### src/rtl/uart_tx_fifo.sv
`default_nettype none
// ------------------------------------------------------------------
// uart_tx_fifo : 8N1 LSB-first UART transmitter fed by a circular FIFO
// rev 1.0
// ------------------------------------------------------------------
module uart_tx_fifo #(
  parameter int CLK_DIV    = 434,
  parameter int FIFO_DEPTH = 16
) (
  input  logic                        clk,
  input  logic                        rst,
  input  logic [7:0]                  in_data,
  input  logic                        in_valid,
  output logic                        in_ready,
  output logic                        tx,
  output logic                        busy,
  output logic [$clog2(FIFO_DEPTH):0] fifo_count
);

  localparam int AW = $clog2(FIFO_DEPTH);
  localparam int CW = AW + 1;
  localparam int BW = $clog2(CLK_DIV);
  localparam logic [CW-1:0] FULL      = CW'(FIFO_DEPTH);
  localparam logic [BW-1:0] BAUD_LAST = BW'(CLK_DIV - 1);

  typedef enum logic [1:0] {IDLE, START, DATA, STOP} state_t;

  logic [7:0]    mem [FIFO_DEPTH];
  logic [AW-1:0] wr_ptr, rd_ptr;
  logic [CW-1:0] count;
  logic          push, pop;

  state_t        state, state_n;
  logic [7:0]    shift, shift_n;
  logic [BW-1:0] baud_cnt, baud_n;
  logic [2:0]    bit_cnt, bit_n;
  logic          tx_n;
  logic          baud_end;

  assign in_ready   = (count != FULL);
  assign push       = in_valid && in_ready;
  assign fifo_count = count;
  assign busy       = (state != IDLE);
  assign baud_end   = (baud_cnt == BAUD_LAST);

  always_ff @(posedge clk) begin
    if (push && !rst) mem[wr_ptr] <= in_data;
  end

  always_ff @(posedge clk) begin
    if (rst) begin
      wr_ptr <= '0;
      rd_ptr <= '0;
      count  <= '0;
    end else begin
      if (push) wr_ptr <= wr_ptr + AW'(1);
      if (pop)  rd_ptr <= rd_ptr + AW'(1);
      case ({push, pop})
        2'b10:   count <= count + CW'(1);
        2'b01:   count <= count - CW'(1);
        default: count <= count;
      endcase
    end
  end

  always_ff @(posedge clk) begin
    if (rst) begin
      state    <= IDLE;
      shift    <= '0;
      baud_cnt <= '0;
      bit_cnt  <= '0;
      tx       <= 1'b1;
    end else begin
      state    <= state_n;
      shift    <= shift_n;
      baud_cnt <= baud_n;
      bit_cnt  <= bit_n;
      tx       <= tx_n;
    end
  end

  // Popping at the end of STOP chains frames with no idle gap.
  always_comb begin
    state_n = state;
    shift_n = shift;
    baud_n  = baud_cnt;
    bit_n   = bit_cnt;
    tx_n    = tx;
    pop     = 1'b0;
    case (state)
      IDLE: begin
        tx_n = 1'b1;
        if (count != '0) begin
          pop     = 1'b1;
          shift_n = mem[rd_ptr];
          baud_n  = '0;
          tx_n    = 1'b0;
          state_n = START;
        end
      end
      START: begin
        if (baud_end) begin
          baud_n  = '0;
          tx_n    = shift[0];
          bit_n   = 3'd0;
          state_n = DATA;
        end else begin
          baud_n = baud_cnt + BW'(1);
        end
      end
      DATA: begin
        if (baud_end) begin
          baud_n = '0;
          if (bit_cnt == 3'd7) begin
            tx_n    = 1'b1;
            state_n = STOP;
          end else begin
            shift_n = {1'b0, shift[7:1]};
            tx_n    = shift[1];
            bit_n   = bit_cnt + 3'd1;
          end
        end else begin
          baud_n = baud_cnt + BW'(1);
        end
      end
      STOP: begin
        if (baud_end) begin
          baud_n = '0;
          if (count != '0) begin
            pop     = 1'b1;
            shift_n = mem[rd_ptr];
            tx_n    = 1'b0;
            state_n = START;
          end else begin
            state_n = IDLE;
          end
        end else begin
          baud_n = baud_cnt + BW'(1);
        end
      end
      default: state_n = IDLE;
    endcase
  end

endmodule
`default_nettype wire

### config.mk
export PLATFORM = sky130hd
export DESIGN_NAME = uart_tx_fifo
export DESIGN_NICKNAME = d
export VERILOG_FILES = /design/src/rtl/uart_tx_fifo.sv
export SDC_FILE = /design/constraint.sdc
export NUM_CORES = 1
export LEC_CHECK = 0
export BUFFER_PORTS_ARGS = -buffer_cell sky130_fd_sc_hd__buf_2
export CAP_MARGIN = 40
export CORE_MARGIN = 5
export CORE_UTILIZATION = 60
export DETAILED_ROUTE_END_ITERATION = 10
export PLACE_DENSITY = 0.78
export REMOVE_ABC_BUFFERS = 1
export SKIP_CTS_REPAIR_TIMING = 1
export SLEW_MARGIN = 0
export SYNTH_ARGS = -nofsm -noshare
export SYNTH_HDL_FRONTEND = slang
export SYNTH_SLANG_ARGS = --single-unit
### constraint.sdc
create_clock -name clk -period 3.7 [get_ports clk]
set_input_delay 0.555 -clock clk [delete_from_list [all_inputs] [get_ports clk]]
set_output_delay 0.555 -clock clk [all_outputs]
set_load 0.03 [all_outputs]
==> impl_results.md <==
- Vias: 4,370
- Compound-cell area share of the yosys netlist: 9.13%
- Number of synthesized flops with an enable pin: 128
- Initial antenna violation count: 0
- Post-Layout Cell Count: 698
- Largest net degree at the start of global routing: 45
- # rows: 40
- Synth Area in Simple Gates: 9.77%
- Hold EP: tx
- Slowest stage cell, crit path: nor4b_1
- Hold path startpoint: tx
- Largest family of logic cells by synthesized area: multiplexers
- H-Tree Depth: 4
- Register area share after synthesis: 64.2%
- Multi-input combinational cell area: around 2400 sq um
- Synth Flop Type: edfxtp_1
- Antenna diode count: 0
- Hpwl dp: ~9300 um
- Placed Cells: around 670
- # DRC: 0
- Worst slew margin: 45.0%
- Area growth, synth to finish: 11.9%
- Initial core utilization: between 60% and 70%
- Pre-CTS setup slack: 498 ps
- Worst-path fanout max: 9
- Reg2reg setup slack: about 450 ps
- Wire length per cell: slightly above 20 um
- Crit start category: flop
- Clock Sinks: about 170
- DR pass1 iterations: 5
- Flop and latch count out of synthesis: between 150 and 200
- Gp weighted congestion: between 0.8 and 0.9
- Core area: 11,900 sq um
- Vias in the first global route: 4,362
- Die ar.: 14,400 sq um
- Total Wirelength: between 10,000 and 15,000 um
- Top post-synthesis cells by area: edfxtp_1 53%, dfxtp_1 11%, mux4_2 6.5%, mux2i_1 3.9%, ha_1 2.8%
- Gr ovfl total: 0
- Power Dens Cells: 732 nW/um^2
- Final setup fails: 0
- Net Switching: 2000 uW
- Yosys warns: 0
- CP required: 4020 ps
- RSZ-0062 raised after global routing: no
- TNS Setup: 0 ps
- Max-cap viol count: 0
- Setup crit end kind: flop
- PnR worst setup slack: around 450 ps
- Leak: roughly 0.0027 uW
- Share of cells above drive strength 1: 16.7%
- FF+latch area: roughly 4600 sq um
- Post-synthesis adder-cell area fraction: approximately 2.8%
- GRT Util Overall: about a fifth
- Sw Share: roughly a third
- Global-route wire length before repair: about 23,000 um
- Crit Path Class: flop to flop
- Syn avg cell area: between 10 and 15 sq um
- Critical path arrival: about 3600 ps
- Cell Int Power: ~4000 uW
- Deepest clock path buffer count: 2
- CTS tree: built
- Clk pin slew, worst setup/hold paths: approximately 70 ps
- Reg2Reg Launch Point: baud_cnt[2]
- CP peak stage delay: 570 ps
- Clock share of power: 29.4%
- Max VDD drop: 0.000426 V
- Synth async-reset ratio: 0%
- Final Hold Viols: 0
- Met1 Use GR: roughly 28%
- F_max: roughly 310 MHz
- Total CTS buffers: 17
- Die span in x: between 100 and 150 um
- Setup Skew: approximately 6.2 ps
- Chip Height: around 120 um
- Slew at the pin with the worst max-slew slack: 824 ps
- Vias per cell: 6.26
- Mux contribution to synthesized area: 10.9%
- Gate Count Post-Synth: roughly 510
- Io pins: 19
- Post-synth top area share: ~53%
- FILL cells: between 800 and 900
- Skew-Pair Late Insertion Delay: 430 ps
- Status: completed
- Post-DRT Antenna Nets: 0
- Min Tclk post-route: around 3200 ps
- Register share of total power: between 30 and 40%
- Register-to-Register Path Depth: 9
- Final Cycle Share: 87.7%
- Met3 Usage GRT: 5.09%
- CTS root buffer: clkbuf_16
- Hold Path Depth: 1
- Yosys top cell by area: edfxtp_1
- GRT busiest layer: met2
- Logic pwr share: about a third
- DRT iter0 DRCs: 595
- Port-buffer cells: 18
- Final Slew Violations: 0
- Post-synth top cells: 128 x edfxtp_1, 50 x nor2_1, 40 x dfxtp_1
- Yosys cell types: 61
- CP cell instances: nor4b_1 > a31oi_1 > nor3_1 > ha_1 > nor3b_1 > o21ai_0 > a311oi_1 > o311a_1 > mux2_2
- GR Layer Usage met2: 34.6%
- Top-count cell post-synth: edfxtp_1
- Instance area at placement: 7500 sq um
- Design Area, Final: just over 8000 sq um
- FF-to-FF End: fifo_count[3]
- Final #Nets: ~570
- Mapped Area: 7230 sq um
- Hold WC Path Type: flop to flop
- XOR/XNOR share of the synthesized area: less than 1%
layout make-up:
class,instances,share of cell area (%)
flip-flops and latches,168,57.4
multi-input cells,307,30.0
clock buffers,17,5.26
repair buffers,31,2.47
well taps,147,2.27
clock inverters,15,2.03
inverters,13,0.603
layer usage:
metal / vias to the layer above / part of all wire [%]
li1: 2051 / -
met1: 2159 / 43
met2: 140 / 49
met3: 20 / 5.6
met4: 0 / 2.3
met5: - / 0
power by group through the flow:
| stage | Sequential (uW) | Clock [uW] | Combinational, uW |
|---|---|---|---|
| after global routing | 2310 | 1850 | 2080 |
| after global placement | 2390 | 0 | 1750 |
| after detailed placement | 2330 | 0 | 1880 |
| after CTS | 2290 | 1770 | 1900 |
| final | 2290 | 1740 | 1890 |
| after floorplan | 2450 | 0 | 1230 |
kinds of logic after synthesis:
kind of cell / count (synthesis)
flops: 168
simple gates: 136
compound gates: 95
mux: 52
buf+inv: 39
fa+ha+maj: 16
xor+xnor: 8
through the flow:
stage / utilization, % / hold slack (ps) / total power (uW)
6_report: 67.9 / 460 / 5920
3_5_place_dp: 63.0 / 453 / 4200
2_1_floorplan: - / 426 / 3680
4_1_cts: 67.9 / 467 / 5950
3_3_place_gp: 62.8 / 445 / 4140
5_1_grt: 67.9 / 488 / 6240
placed cells by master, fill, tap and decap left out, types with 4 or more instances in the layout:
cell type and instances:
mux2i_1 28, dfxtp_1 39, a211oi_1 6, nor2_1 50, xnor2_1 4, nand2_1 19, buf_4 12, a21oi_1 22
xor2_1 4, nand2b_1 4, o22ai_1 5, buf_2 18, nor3b_1 4, nand3_1 5, clkbuf_16 17, nand3b_1 4
o21a_1 4, nor3_1 16, o21ai_0 13, nor2b_1 12, a32o_1 4, a31oi_1 5, a221oi_1 8, mux4_2 21
edfxtp_1 128, inv_1 12, ha_1 16, inv_8 5
worst max-delay path by stage:
stage,to,cells past startpoint,from
6_report,fifo_count[3],9,baud_cnt[2]
5_1_grt,fifo_count[3],9,baud_cnt[2]
4_1_cts,fifo_count[3],9,baud_cnt[2]
3_5_place_dp,fifo_count[3],9,baud_cnt[2]
3_3_place_gp,fifo_count[2],10,baud_cnt[2]
2_1_floorplan,fifo_count[2],10,baud_cnt[2]
worst max-delay path, delay by kind of cell (launching register included):
family          cells  cell delay [ps]
simple gates        3             1160
compound gates      4              930
fa+ha+maj           1              380
flops               1              350
mux                 1              330
flip-flops by register name (all words and copies together) (netlist names), named ones only:
register	cells
baud_cnt	9
bit_cnt	3
fifo_count	5
mem	128
rd_ptr	4
shift	8
state	2
tx	1
wr_ptr	4
No activity file was read; power rests on OpenSTA's default activity.
